$ cat src/rtl/mtimer_pkg.sv
// Shared definitions for the Wishbone machine timer: register indices and bit positions.
package mtimer_pkg;

    typedef enum logic [2:0] {
        MTIMER_MTIME_LO = 3'd0,
        MTIMER_MTIME_HI = 3'd1,
        MTIMER_CMP_LO   = 3'd2,
        MTIMER_CMP_HI   = 3'd3,
        MTIMER_CTRL     = 3'd4,
        MTIMER_PRESCALE = 3'd5,
        MTIMER_RSVD6    = 3'd6,
        MTIMER_RSVD7    = 3'd7
    } mtimer_reg_e;

    localparam int CTRL_EN_BIT     = 0;
    localparam int CTRL_IRQ_EN_BIT = 1;
    localparam int MTIP_BIT        = 7;

endpackage

$ cat src/rtl/wb_slave_if.sv
// Single-beat pipelined Wishbone slave front end: accept, one-stage ack with abort, byte-masked write merge.
module wb_slave_if (
    input  logic        clk_i,
    input  logic        rst_i,
    input  logic        wb_cyc_i,
    input  logic        wb_stb_i,
    input  logic        wb_we_i,
    input  logic [3:0]  wb_sel_i,
    input  logic [31:0] wb_dat_i,
    output logic        wb_stall_o,
    output logic        wb_ack_o,
    output logic [31:0] wb_dat_o,
    input  logic [31:0] old_word,
    input  logic [31:0] rd_word,
    output logic        accept,
    output logic        wr_en,
    output logic [31:0] wr_word
);

    logic [1:0]  vld_pipe;
    logic [31:0] dat_q;

    assign accept      = wb_cyc_i & wb_stb_i;
    assign vld_pipe[0] = accept;
    assign wr_en       = accept & wb_we_i & (|wb_sel_i);
    assign wb_stall_o  = 1'b0;

    for (genvar b = 0; b < 4; b++) begin : g_merge
        assign wr_word[8*b +: 8] = wb_sel_i[b] ? wb_dat_i[8*b +: 8] : old_word[8*b +: 8];
    end

    always_ff @(posedge clk_i) begin
        if (rst_i) begin
            vld_pipe[1] <= 1'b0;
            dat_q       <= '0;
        end else begin
            vld_pipe[1] <= vld_pipe[0] & wb_cyc_i;
            dat_q       <= accept ? rd_word : '0;
        end
    end

    // A master that drops cyc abandons its pending ack.
    assign wb_ack_o = vld_pipe[1] & wb_cyc_i;
    assign wb_dat_o = dat_q;

endmodule

$ cat src/rtl/wb_mtimer.sv
// RISC-V machine timer (mtime/mtimecmp with prescaler) on a pipelined Wishbone slave port.
module wb_mtimer
    import mtimer_pkg::*;
#(
    parameter logic [31:0] PRESCALE_RESET = 32'd0,
    parameter logic [63:0] CMP_RESET      = 64'hFFFF_FFFF_FFFF_FFFF
) (
    input  logic        clk_i,
    input  logic        rst_i,
    input  logic        wb_cyc_i,
    input  logic        wb_stb_i,
    output logic        wb_stall_o,
    output logic        wb_ack_o,
    input  logic        wb_we_i,
    input  logic [3:0]  wb_sel_i,
    input  logic [31:0] wb_adr_i,
    input  logic [31:0] wb_dat_i,
    output logic [31:0] wb_dat_o,
    output logic        irq_o
);

    mtimer_reg_e idx;
    logic [63:0] mtime, mtimecmp;
    logic [31:0] prescale, pcnt, hi_shadow;
    logic        en, irq_en, irq_q;
    logic        accept, wr_en, tick;
    logic [31:0] old_word, rd_word, wr_word;
    logic        unused_adr;

    assign idx        = mtimer_reg_e'(wb_adr_i[4:2]);
    assign unused_adr = &{1'b0, wb_adr_i[31:5], wb_adr_i[1:0]};

    wb_slave_if u_wb (
        .clk_i      (clk_i),
        .rst_i      (rst_i),
        .wb_cyc_i   (wb_cyc_i),
        .wb_stb_i   (wb_stb_i),
        .wb_we_i    (wb_we_i),
        .wb_sel_i   (wb_sel_i),
        .wb_dat_i   (wb_dat_i),
        .wb_stall_o (wb_stall_o),
        .wb_ack_o   (wb_ack_o),
        .wb_dat_o   (wb_dat_o),
        .old_word   (old_word),
        .rd_word    (rd_word),
        .accept     (accept),
        .wr_en      (wr_en),
        .wr_word    (wr_word)
    );

    // old_word feeds the byte merge (live values); rd_word is what the bus sees (HI via shadow).
    always_comb begin
        old_word = '0;
        case (idx)
            MTIMER_MTIME_LO: old_word = mtime[31:0];
            MTIMER_MTIME_HI: old_word = mtime[63:32];
            MTIMER_CMP_LO:   old_word = mtimecmp[31:0];
            MTIMER_CMP_HI:   old_word = mtimecmp[63:32];
            MTIMER_CTRL:     old_word = {30'd0, irq_en, en};
            MTIMER_PRESCALE: old_word = prescale;
            default:         old_word = '0;
        endcase
        rd_word = (idx == MTIMER_MTIME_HI) ? hi_shadow : old_word;
    end

    assign tick = en & (pcnt == prescale);

    always_ff @(posedge clk_i) begin
        if (rst_i) begin
            mtime     <= '0;
            mtimecmp  <= CMP_RESET;
            prescale  <= PRESCALE_RESET;
            pcnt      <= '0;
            hi_shadow <= '0;
            en        <= 1'b0;
            irq_en    <= 1'b0;
            irq_q     <= 1'b0;
        end else begin
            if (accept && !wb_we_i && idx == MTIMER_MTIME_LO)
                hi_shadow <= mtime[63:32];

            if (wr_en && (idx == MTIMER_PRESCALE || idx == MTIMER_CTRL))
                pcnt <= '0;
            else if (en)
                pcnt <= tick ? '0 : pcnt + 32'd1;

            // A software write to either half wins over the tick; no carry across halves.
            if (wr_en && idx == MTIMER_MTIME_LO)
                mtime[31:0] <= wr_word;
            else if (wr_en && idx == MTIMER_MTIME_HI)
                mtime[63:32] <= wr_word;
            else if (tick)
                mtime <= mtime + 64'd1;

            if (wr_en && idx == MTIMER_CMP_LO) mtimecmp[31:0]  <= wr_word;
            if (wr_en && idx == MTIMER_CMP_HI) mtimecmp[63:32] <= wr_word;
            if (wr_en && idx == MTIMER_PRESCALE) prescale <= wr_word;
            if (wr_en && idx == MTIMER_CTRL) begin
                en     <= wr_word[CTRL_EN_BIT];
                irq_en <= wr_word[CTRL_IRQ_EN_BIT];
            end

            irq_q <= irq_en & (mtime >= mtimecmp);
        end
    end

    assign irq_o = irq_q;

endmodule
$ cat config.mk
export PLATFORM = sky130hd
export DESIGN_NAME = wb_mtimer
export DESIGN_NICKNAME = d
export VERILOG_FILES = /design/src/rtl/mtimer_pkg.sv /design/src/rtl/wb_slave_if.sv /design/src/rtl/wb_mtimer.sv
export SDC_FILE = /design/constraint.sdc
export NUM_CORES = 1
export LEC_CHECK = 0
export ABC_CLOCK_PERIOD_IN_PS = 4000
export BUFFER_PORTS_ARGS = -buffer_cell sky130_fd_sc_hd__buf_2
export CAP_MARGIN = 20
export CORE_ASPECT_RATIO = 1.5
export CORE_MARGIN = 10
export CORE_UTILIZATION = 41
export CTS_CLUSTER_DIAMETER = 100
export DETAILED_ROUTE_END_ITERATION = 10
export PLACE_DENSITY = 0.64
export SLEW_MARGIN = 5
export SYNTH_ARGS = -nofsm -noshare
export SYNTH_HDL_FRONTEND = slang
export SYNTH_SLANG_ARGS = --single-unit
export TNS_END_PERCENT = 100
$ cat constraint.sdc
create_clock -name clk_i -period 4 [get_ports clk_i]
set_clock_uncertainty 0.2 [all_clocks]
set_input_delay 0.4 -clock clk_i [delete_from_list [all_inputs] [get_ports clk_i]]
set_output_delay 0.4 -clock clk_i [all_outputs]
set_load 0.005 [all_outputs]
# ---- Word level (Yosys, flattened, before mapping)
# Cells that the tools add are included.
dict set report word_totals {
  register_bits 260
  output_inout_bits 35
  wordCells 61
}
dict set report classes {
  addsub 2
  n_lt_le_gt_ge 1
  n_eq_ne 7
  mux 11
  bitwise 9
  reduce_logical 19
}
# cell count
set ops {}
lappend ops {{one-hot mux 32 bit (6 select lines)} 1}
lappend ops {{two-way mux 32 bit} 5}
lappend ops {{adder 64 x 1 -> 64 bit (second input constant)} 1}
lappend ops {{>= comparator 64 bit} 1}
lappend ops {{two-way mux 64 bit} 1}
lappend ops {{adder 32 x 1 -> 32 bit (second input constant)} 1}
lappend ops {{equality test 32 bit} 1}
lappend ops {{two-way mux 8 bit} 4}
lappend ops {{logical AND 1 bit} 9}
lappend ops {{bitwise AND 1 bit} 7}
lappend ops {{equality test 3 x 2 -> 1 bit (second input constant)} 2}
lappend ops {{equality test 3 bit (second input constant)} 2}
lappend ops {{AND reduction 2 bit} 2}
lappend ops {{nonzero test 2 bit} 2}
lappend ops {{OR reduction 2 bit} 2}
lappend ops {{OR reduction 4 bit} 1}
lappend ops {{equality test 3 x 1 -> 1 bit (second input constant)} 1}
lappend ops {{zero test 3 bit} 1}
lappend ops {{!= test 2 bit (second input constant)} 1}
lappend ops {{inverter 1 bit} 2}
lappend ops {{zero test 1 bit} 1}
lappend ops {{logical OR 1 bit} 1}

# ---- Longest topological paths before layout
# Gate-level depths: netlist (run 1).
dict set report depth {
  ltp_word 6
  ltp_mapped 10
  depth_no_buf 9
}

# ---- Cells and area by module
# A second synthesis (run 1) with hierarchy kept.
dict set report hier_totals {
  hier_cells 1821
  hier_area_um2 14908.0
}
# module n_inst cells_each area_each_um2 seq_area_each_um2
set modules_own_cells {}
lappend modules_own_cells {wb_mtimer 1 1710 13600.5 4544.4}
lappend modules_own_cells {wb_slave_if 1 111 1307.5 660.6}

# ---- Worst setup path after synthesis (run 1)
# OpenSTA, ideal clock, no wires.
dict set report synth_timing {
  path_type {input to register}
  start {input port wb_sel_i[2]}
  end {register mtime[27]}
  setup_time_ns 0.120
  t_arrival_ns 2.534
  slack_ns 1.146
  cell_stages 9
  path_buffers 2
  path_cell_list {buf_6 or4_4 and4_4 buf_6 nand2_4 nand4_4 or4_4 o31a_1 o31a_1}
}
dict set report synth_via {
  elab_chain_len 5
  elab_cells_between_ends 8
  cone_classes {eq/ne (1); mux (1); bitwise (1); reduce/logical (5)}
}
# element line
set synth_rtl {}
lappend synth_rtl {{from (decl)} wb_mtimer.sv:15} ;# input logic [3:0] wb_sel_i,
lappend synth_rtl {{OR reduction 4 bit (*)} wb_slave_if.sv:25} ;# assign wr_en = accept & wb_we_i & (|wb_sel_i);
lappend synth_rtl {{bitwise AND 1 bit (*)} wb_slave_if.sv:25}
lappend synth_rtl {{logical AND 1 bit, on equally long branches} {wb_mtimer.sv:88, wb_mtimer.sv:90}}
lappend synth_rtl {{!= test 2 bit (no line) / nonzero test 2 bit (equally long branches)} n/a}
lappend synth_rtl {{AND reduction 2 bit (no line)} n/a}
lappend synth_rtl {{to (signal assigned)} wb_mtimer.sv:89} ;# mtime[31:0] <= wr_word;
lappend synth_rtl {{to (signal assigned)} wb_mtimer.sv:93} ;# mtime <= mtime + 64'd1;
lappend synth_rtl {{to (decl)} wb_mtimer.sv:23} ;# logic [63:0] mtime, mtimecmp;
# Mark *: on every way between the ends. The rest lies on a longest branch, timed or not.
# A chain may end at the register's enable or synchronous reset.

# ---- Worst setup path in the final report (run 1)
dict set report layout_timing {
  start {register pcnt[22]}
  end {register mtime[33]}
}
dict set report layout_via {
  elab_chain_len 4
}
# element line
set layout_rtl {}
lappend layout_rtl {{from (decl)} wb_mtimer.sv:24} ;# logic [31:0] prescale, pcnt, hi_shadow;
lappend layout_rtl {{from (signal assigned)} wb_mtimer.sv:85} ;# pcnt <= tick ? '0 : pcnt + 32'd1;
lappend layout_rtl {{equality test 32 bit} wb_mtimer.sv:66} ;# assign tick = en & (pcnt == prescale);
lappend layout_rtl {{bitwise AND 1 bit} wb_mtimer.sv:66}
lappend layout_rtl {{nonzero test 2 bit (no line)} n/a}
lappend layout_rtl {{AND reduction 2 bit (no line)} n/a}
lappend layout_rtl {{to (signal assigned)} wb_mtimer.sv:91} ;# mtime[63:32] <= wr_word;
lappend layout_rtl {{to (signal assigned)} wb_mtimer.sv:93}
# Every way passes these cells.

==> results of run 1 <==
==> power groups by stage <==
stage / Combinational, W / Sequential, W / Clock (W)
2_1_floorplan: 0.000273 / 0.00269 / 0
3_3_place_gp: 0.000457 / 0.00269 / 0
3_5_place_dp: 0.000460 / 0.00269 / 0
4_1_cts: 0.000463 / 0.00264 / 0.00252
5_1_grt: 0.000503 / 0.00264 / 0.00262
6_report: 0.000471 / 0.00264 / 0.00248
==> metal layers <==
layer	vias to the layer above	routed length [microns]	track usage, %
li1	6558	-	-
met1	6427	19500	26.4
met2	550	24000	37.6
met3	143	3240	2.67
met4	0	3130	13.6
met5	-	0	0
==> final cells by class <==
cell class	count	area (sq um)	area share, %
clock buffers	38	817	4.97
clock inverters	9	47.5	0.290
inverters	96	360	2.19
multi-input cells	1356	8520	51.9
flip-flops and latches	260	5200	31.7
well taps	473	592	3.60
repair buffers	141	878	5.35
==> cell usage after synthesis (all sizes together) (6+ instances only) <==
cell	instances
a21oi	179
a211oi	15
nor3	46
ha	66
a221o	11
nor2	169
mux2	6
and3	13
a31oi	7
nand2b	8
or3	7
nand4	40
buf	22
a22oi	21
nand2	308
xnor2	68
inv	95
mux4	19
mux2i	54
and4	17
nor2b	6
a21o	12
clkbuf	90
o211ai	40
o21a	6
nand3	43
nor4	22
xor2	13
o21ai	61
dfxtp	260
o32ai	6
and2	12
a311oi	6
o2bb2ai	8
o22ai	10
==> state kept, by name, summed over array words and instances (netlist names), 32 cells and up <==
signal         flops
mtimecmp          64
pcnt              32
hi_shadow         32
mtime             64
prescale          32
u_wb.wb_dat_o     32
==> tightest hold or removal path, cell delays in order <==
cell and delay (ns):
buf_2 0.11, mux2i_1 0.10, o211ai_1 0.17
==> stage by stage <==
| step | total power, W | hold slack (ns) | worst slack (ns) | utilization [%] |
|---|---|---|---|---|
| detailed placement | 0.00316 | 0.249 | 0.706 | 44.4 |
| global placement | 0.00315 | 0.242 | 0.768 | 44.4 |
| floorplan | 0.00296 | 0.236 | 1.15 | - |
| global route | 0.00576 | 0.104 | 0.347 | 46.9 |
| CTS | 0.00562 | 0.0526 | 0.664 | 46.9 |
| finish | 0.00559 | 0.0673 | 0.503 | 46.9 |
==> worst max path at each step <==
stage / slack [ns] / end / from / depth (start not counted)
final: 0.50 / mtime[33] / pcnt[22] / 9
after global routing: 0.35 / mtime[51] / pcnt[22] / 9
after CTS: 0.66 / mtime[33] / pcnt[22] / 9
after detailed placement: 0.71 / mtime[51] / pcnt[22] / 9
after global placement: 0.77 / mtime[51] / pcnt[22] / 9
after floorplan: 1.15 / mtime[27] / wb_sel_i[2] / 9
==> cells in the final DEF, fill, tap and decap left out, drive strengths merged, types with 5 or more instances in the layout <==
cell type and count:
mux2 6, a311oi 6, mux2i 54, nand2 308, dfxtp 260, or4 5
inv 95, nor2b 6, o22ai 10, nand2b 8, and3 13, nor3 46
a21oi 179, o2bb2ai 8, nor4 22, a22oi 21, o32ai 6, buf 141
clkbuf 38, a211oi 15, ha 66, o211ai 40, xor2 13, or3 7
and2 12, mux4 19, and4 17, xnor2 68, o21a 6, clkinv 9
nor2 169, a221o 11, a31oi 7, a21o 12, nand3 43, o21ai 61
nand4 40
==> kinds of logic after synthesis <==
logic type / share of synthesized area, %
AO/OA/AOI/OAI: 18.2
adder cells (fa/ha/maj): 5.70
buffers and inverters: 5.56
AND/OR/NAND/NOR: 22.6
flip-flops: 35.9
multiplexers: 7.14
other: 0.0259
XOR/XNOR: 4.89
==> metrics.txt, run 1 <==
Clock Latency Late Sink=~0.56 ns; ys flop type=dfxtp_1; Internal=~0.0042 W; drt drc=0; die area=roughly 43000 sq um; RD Place Congestion=around 1.0; r2r startpoint=pcnt[22]; Leak=7.15 nW; drt pass-1 iters=6; hold depth=3; sequential share of power=roughly 47%; EDFF count, synth=0; Total GRT Usage=22.2%; Slew @ Worst Pin=0.838 ns; min-delay src=wb_dat_i[21]; final wirelength=about 50 mm; Vias per Instance=approximately 5.8; Net Count, Synth=roughly 2000; final std cells w/o fill=2373; RR Endpoint=mtime[33]; Synth area leader=dfxtp_1; headroom to the max-slew limit=~44%; period utilisation layout=between 80 and 90%; post-synthesis sequential area ratio=35.9%; placed cell areas=around 16000 sq um; maximum VDD drop=approximately 0.33 mV; crit end category=flip-flop; core area=approximately 35000 sq um; row count=between 80 and 90; logic gate share of total power=8.4%; clock buffer depth=3; clock network fraction of design power=between 40 and 50%; CP arrival=between 3 and 4 ns; CTS H-tree lvls=1; number of clock sinks=260; sw power=~0.0014 W; CP bufs+invs=2; mean routed wirelength per cell=21.0 microns; Worst path top cell family by delay=simple AND/OR/NAND/NOR gates; post-cts resize count=0; post-synthesis cell area=14500 sq um; Worst Hold Class=in -> reg; fmax=around 290 MHz; top-level port count=between 100 and 150; initial DRC count=around 1300; total CTS buffers=26; Req. time, crit path=approximately 4.3 ns; Worst-path clk slew=~0.07 ns; max-slew violations=0; Slowest-stage cell, CP=nand4_1; Die Ht=~250 microns; Synth-to-Final Area Change=13.3%; Yosys cell types=73; global-route wire length before repair=77.2 mm; share of the synthesized area in the top cell type=35.9%; antenna-violating nets left=0; Synth area leaders=dfxtp_1, nand2_1, a21oi_1, ha_1, nor2_1; RSZ-0062 raised after global routing=no; Synth Instances=~1800; Hold Path Sink=mtimecmp[53]; Final nets=around 2000; Setup Viol. Count Final=0; cell breakdown of the critical path=xnor2_1, nand4_1, nor3_1, nand4_1, buf_4, a21oi_2, buf_4, nand2_1, o32ai_1; Die X=roughly 170 microns; Reg2Reg Setup Slack=0.50 ns; syn_area_per_cell=about 7.9 sq um; CTS tree=done; Switching Share=about a quarter; Initial Util=between 40% and 50%; pin count of the biggest net entering global routing=64; Worst Setup Start Kind=flip-flop; Post-synth ARST share=0%; register bit total from synthesis=260; # fillers=~3400; Remaining Overflow, GRT=0; Critical Path Fanout Max=27; initial antenna violation count=0; setup_tns=0 ns; via count=around 14000; Final Cell Area=16400 sq um; CP Class=reg -> reg; layout cells sized above 1=between 10% and 20%; Detailed Place HPWL=between 30 and 40 mm; status=completed; hold_buf cts=0; Placed Cells=roughly 2300; total of max-cap violations=0; port bufs=between 70 and 80; Fin. Hold Viols=0; pwr dens=about 340 nW/um^2; vias in the first global route=around 13000; Tmin final=approximately 3.5 ns; CP max stage delay=0.53 ns; Syn. warnings=0; diode count=0; Post-CTS Setup Bufs=0; Clock Tree Root=clkbuf_16; reg2reg path depth=9
Note: power is estimated with default switching activity, not from simulation.
==> run 2: changes to the inputs <==
Settings changed: REMOVE_ABC_BUFFERS set to 1.
==> run 2 against run 1 <==
  * Routed wire length is 6.5% higher
  * Register-to-register slack better by 0.03 ns
  * Sequential power hardly changed
  * Worst hold slack worse by 0.027 ns
  * Non-clock buffer count stayed put
  * Sequential share of layout area is 0.14 points higher
  * Critical endpoint is now mtime[34]
==> metrics.txt, run 2 (synthesis results as in run 1) <==
CTS tree=done; CP max stage delay=0.48 ns; sw power=approximately 0.0014 W; Worst Hold Class=in -> reg; Fin. Hold Viols=0; Final nets=about 2000; Worst Setup Start Kind=flip-flop; hold_ws=0.0401 ns; pin count of the biggest net entering global routing=between 60 and 70; Detailed Place HPWL=~38 mm; post-cts resize count=0; total CTS buffers=26; Setup Viol. Count Final=0; Placed Cells=2326; initial DRC count=about 1000; diode count=0; Tmin final=3.47 ns; total of max-cap violations=0; RSZ-0062 raised after global routing=no; headroom to the max-slew limit=a little over a third; Switching Share=roughly a quarter; # fillers=~3500; CP arrival=3.71 ns; setup_tns=0 ns; Slew @ Worst Pin=around 0.97 ns; Leak=7.10 nW; Internal=about 0.0040 W; pwr dens=332 nW/um^2; max-slew violations=0; port bufs=a little under 80; CP Class=reg -> reg; sequential share of power=a little under 50%; Remaining Overflow, GRT=0; Clock Tree Root=clkbuf_16; die area=around 43000 sq um; drt pass-1 iters=5; Die X=roughly 170 microns; logic gate share of total power=between 8 and 9%; period utilisation layout=between 80 and 90%; Total GRT Usage=between 20% and 30%; layout cells sized above 1=11.9%; maximum VDD drop=0.218 mV; RD Place Congestion=approximately 0.96; Initial Util=around two fifths; core area=around 35000 sq um; row count=84; top-level port count=roughly 110; hold_buf cts=0; final std cells w/o fill=about 2400; Synth-to-Final Area Change=12.8%; antenna-violating nets left=0; drt drc=0; Clock Latency Late Sink=approximately 0.56 ns; via count=between 10000 and 15000; status=completed; crit end category=flip-flop; cell breakdown of the critical path=xnor2_1, nand4_1, nor3_1, nand4_1, buf_4, a21oi_2, buf_4, nand2_1, o32ai_1; vias in the first global route=13900; Req. time, crit path=approximately 4.2 ns; CTS H-tree lvls=1; mean routed wirelength per cell=roughly 22 microns; Worst-path clk slew=approximately 0.06 ns; Slowest-stage cell, CP=xnor2_1; Vias per Instance=around 5.9; min setup slack post-route=approximately 0.53 ns; Post-CTS Setup Bufs=0; Largest regs=mtime (64), mtimecmp (64); Placement Setup Slack=roughly 0.67 ns; Die Ht=around 250 microns; clock buffer depth=3; global-route wire length before repair=81.0 mm; Reg2Reg Setup Slack=0.53 ns; Critical Path Fanout Max=12; fmax=288 MHz; final wirelength=53.0 mm; number of clock sinks=260; most common cell after layout, fill and taps aside=nand2_1; most frequent cells in the layout=nand2_1, dfxtp_1, a21oi_1; initial antenna violation count=0; clock network fraction of design power=~43%
## run 2: cell count changes in the layout (fill, tap and decap cells not counted), sizes merged
cell / change
clkinvlp: -1
clkbuf: +2
clkinv: -8
## run 2: final cells by class
| cell class | instances | area [sq um] | area share (%) |
|---|---|---|---|
| Multi-Input combinational cell | 1356 | 8530 | 52.2 |
| Inverter | 96 | 360 | 2.20 |
| Timing Repair Buffer | 141 | 906 | 5.54 |
| Clock buffer | 40 | 754 | 4.61 |
| Tap cell | 473 | 592 | 3.62 |
| Sequential cell | 260 | 5200 | 31.8 |
## run 2: metrics by stage
stage / utilization [%] / power, W / area (sq um)
after floorplan: - / 0.00291 / 14100
after global placement: 44.6 / 0.00314 / 15600
after detailed placement: 44.6 / 0.00315 / 15600
after CTS: 46.7 / 0.00545 / 16400
after global routing: 46.7 / 0.00559 / 16400
final: 46.7 / 0.00543 / 16400
## run 2: routing by layer
| metal | track usage [%] | up-vias | share of wire (%) |
|---|---|---|---|
| met5 | 0 | - | 0 |
| met4 | 16.8 | 0 | 7.5 |
| met3 | 4.52 | 185 | 7.8 |
| met2 | 40.1 | 582 | 48 |
| met1 | 26.2 | 6609 | 37 |
| li1 | - | 6554 | - |
## run 2: path summary, 6_finish.rpt
| path | from | endpoint | cells past startpoint |
|---|---|---|---|
| hold reg to reg | hi_shadow[2] | hi_shadow[2] | 2 |
| setup reg to reg | prescale[24] | mtime[34] | 9 |
| hold / removal | wb_dat_i[31] | mtimecmp[63] | 3 |
| setup / recovery | prescale[24] | mtime[34] | 9 |
## run 2: critical path: cells and delay by family (launching register included)
kind / cells / cell delay (ns)
buffers and inverters: 2 / 0.59
xor gates and xnor gates: 1 / 0.48
DFF: 1 / 0.38
and+or+nand+nor: 4 / 1.27
AOI/OAI and AO/OA: 2 / 0.42
## run 2: power by group through the flow
stage / combinational [W] / sequential (W) / clock [W]
after floorplan: 0.000224 / 0.00269 / 0
after global placement: 0.000449 / 0.00269 / 0
after detailed placement: 0.000451 / 0.00270 / 0
after CTS: 0.000453 / 0.00264 / 0.00236
after global routing: 0.000495 / 0.00264 / 0.00245
final: 0.000462 / 0.00264 / 0.00233
==> run 3: changes to the inputs <==
Settings changed: CELL_PAD_IN_SITES_DETAIL_PLACEMENT set to 0, CELL_PAD_IN_SITES_GLOBAL_PLACEMENT set to 2, CORE_UTILIZATION 41 to 39, PLACE_DENSITY 0.64 to 0.91.
==> run 3 against run 2 <==
  * Worst hold slack better by 0.027 ns
  * Highest routed layer is now met5
  * Setup slack gained 0.13 ns
  * Largest cell class unchanged
  * Via count rose by 0.33%
  * Fmax grew 3.9%
  * Die area grew 4.6%
  * Cell count rose by 0.93%
  * Clock power rose by 17%
  * Flip-flop and latch count did not move
  * Routed wire length up 2.8%
  * Critical path depth is 1 lower
  * Utilization shrank 1.5 points
  * Critical endpoint is now irq_o
  * Non-clock buffer count unchanged
==> metrics.txt, run 3 (synthesis results as in run 1) <==
Req. time, crit path=~4.2 ns; Die X=177 microns; port bufs=between 70 and 80; Initial Util=39.5%; Synth-to-Final Area Change=14.5%; sw power=0.00147 W; row count=86; Vias per Instance=5.85; final wirelength=54.5 mm; Internal=about 0.0044 W; max-slew violations=0; layout cells sized above 1=12.7%; global-route wire length before repair=roughly 82 mm; fmax=about 300 MHz; Final nets=roughly 2000; clock network fraction of design power=46.7%; antenna-violating nets left=0; CTS tree=done; CTS H-tree lvls=1; Slew @ Worst Pin=1.04 ns; die area=~45000 sq um; CP max stage delay=0.71 ns; Critical Path Fanout Max=5; Reg2Reg Setup Slack=0.66 ns; met2 WL post-DR=about 27 mm; total CTS buffers=28; Worst-path clk slew=0.07 ns; Detailed Place HPWL=just under 40 mm; maximum VDD drop=0.290 mV; Remaining Overflow, GRT=0; Die Ht=256 microns; DR top layer=met5; Fin. Hold Viols=0; Tmin final=3.34 ns; drt drc=0; crit end category=flip-flop; total of max-cap violations=0; initial antenna violation count=2; cell breakdown of the critical path=ha_1, a21oi_1, o21ai_0, a2111oi_0, a31oi_1, or4_1, a311oi_1, nor4b_1; RD Place Congestion=about 0.9; # fillers=roughly 3700; most frequent cells in the layout=nand2_1, dfxtp_1, a21oi_1; sequential share of power=between 40% and 50%; mean routed wirelength per cell=22.8 microns; logic gate share of total power=8.1%; drt pass-1 iters=6; period utilisation layout=between 80% and 90%; headroom to the max-slew limit=just over 30%; Clock Latency Late Sink=0.57 ns; initial DRC count=~1400; hold_buf cts=0; Largest regs=mtime (64), mtimecmp (64); CP arrival=3.55 ns; number of clock sinks=260; hold_ws=0.0675 ns; Slowest-stage cell, CP=a2111oi_0; Switching Share=roughly a quarter; Final Cell Area=between 15000 and 20000 sq um; pwr dens=roughly 350 nW/um^2; status=completed; Setup Viol. Count Final=0; Placed Cells=2337; Worst Hold Class=in -> reg; vias in the first global route=approximately 13000; met1 wire length=21.3 mm; pin count of the biggest net entering global routing=about 110; clock buffer depth=3; WL met3=about 3.5 mm; Total GRT Usage=between 20% and 30%; core area=roughly 37000 sq um; Worst Setup Start Kind=flip-flop; most common cell after layout, fill and taps aside=nand2_1; final std cells w/o fill=between 2000 and 2500; via count=around 14000; Clock Tree Root=clkbuf_16; post-cts resize count=0; Post-CTS Setup Bufs=0; placed cell areas=15600 sq um; RSZ-0062 raised after global routing=no; CP Class=reg -> reg; top-level port count=roughly 110; Leak=roughly 7.2 nW
==> run 3: changes by cell type in the layout (fill, tap and decap cells not counted), sizes merged <==
| cell | before | now |
|---|---|---|
| bufinv | 0 | 2 |
| clkbuf | 40 | 41 |
| diode | 0 | 1 |
| clkinv | 1 | 8 |
==> run 3: layer usage <==
metal / track usage (%) / up-vias
li1: - / 6588
met1: 27.6 / 6744
met2: 40.7 / 520
met3: 3.31 / 122
met4: 10.3 / 2
met5: 0 / -
==> run 3: power groups by stage <==
stage / Combinational [W] / Clock [W] / Sequential [W]
after detailed placement: 0.000466 / 0 / 0.00269
after CTS: 0.000468 / 0.00277 / 0.00264
final: 0.000473 / 0.00272 / 0.00264
after global placement: 0.000464 / 0 / 0.00269
after floorplan: 0.000224 / 0 / 0.00269
after global routing: 0.000504 / 0.00286 / 0.00264
==> run 3: final cells by class <==
cell class | count | area (sq um) | area share (%)
flip-flops and latches | 260 | 5200 | 31.4
clock buffers | 41 | 851 | 5.13
inverters | 96 | 360 | 2.17
multi-input cells | 1356 | 8530 | 51.4
diodes | 1 | 2.50 | 0.0151
clock inverters | 9 | 98.8 | 0.596
repair buffers | 141 | 943 | 5.68
well taps | 484 | 606 | 3.65
==> run 3: worst paths after layout <==
kind | endpoint | depth (start not counted) | from
worst max-delay path | irq_o | 8 | mtime[15]
worst min-delay path | mtimecmp[44] | 3 | wb_dat_i[12]
worst max register to register | irq_o | 8 | mtime[15]
worst min register to register | hi_shadow[9] | 2 | hi_shadow[9]
==> run 3: worst max-delay path, delay by kind of cell, from the launching register on <==
family,cells,cell delay (ns)
AO/OA/AOI/OAI,5,1.66
flip-flops,1,0.42
AND/OR/NAND/NOR,2,0.64
adder cells (fa/ha/maj),1,0.28
==> run 3: per-stage QoR <==
step	setup slack, ns	util (%)	setup TNS (ns)	total power [W]
3_3_place_gp	0.749	42.6	0	0.00316
3_5_place_dp	0.708	42.6	0	0.00316
2_1_floorplan	-0.279	-	-3.78	0.00291
6_report	0.665	45.2	0	0.00583
5_1_grt	0.518	45.2	0	0.00600
4_1_cts	0.706	45.2	0	0.00587
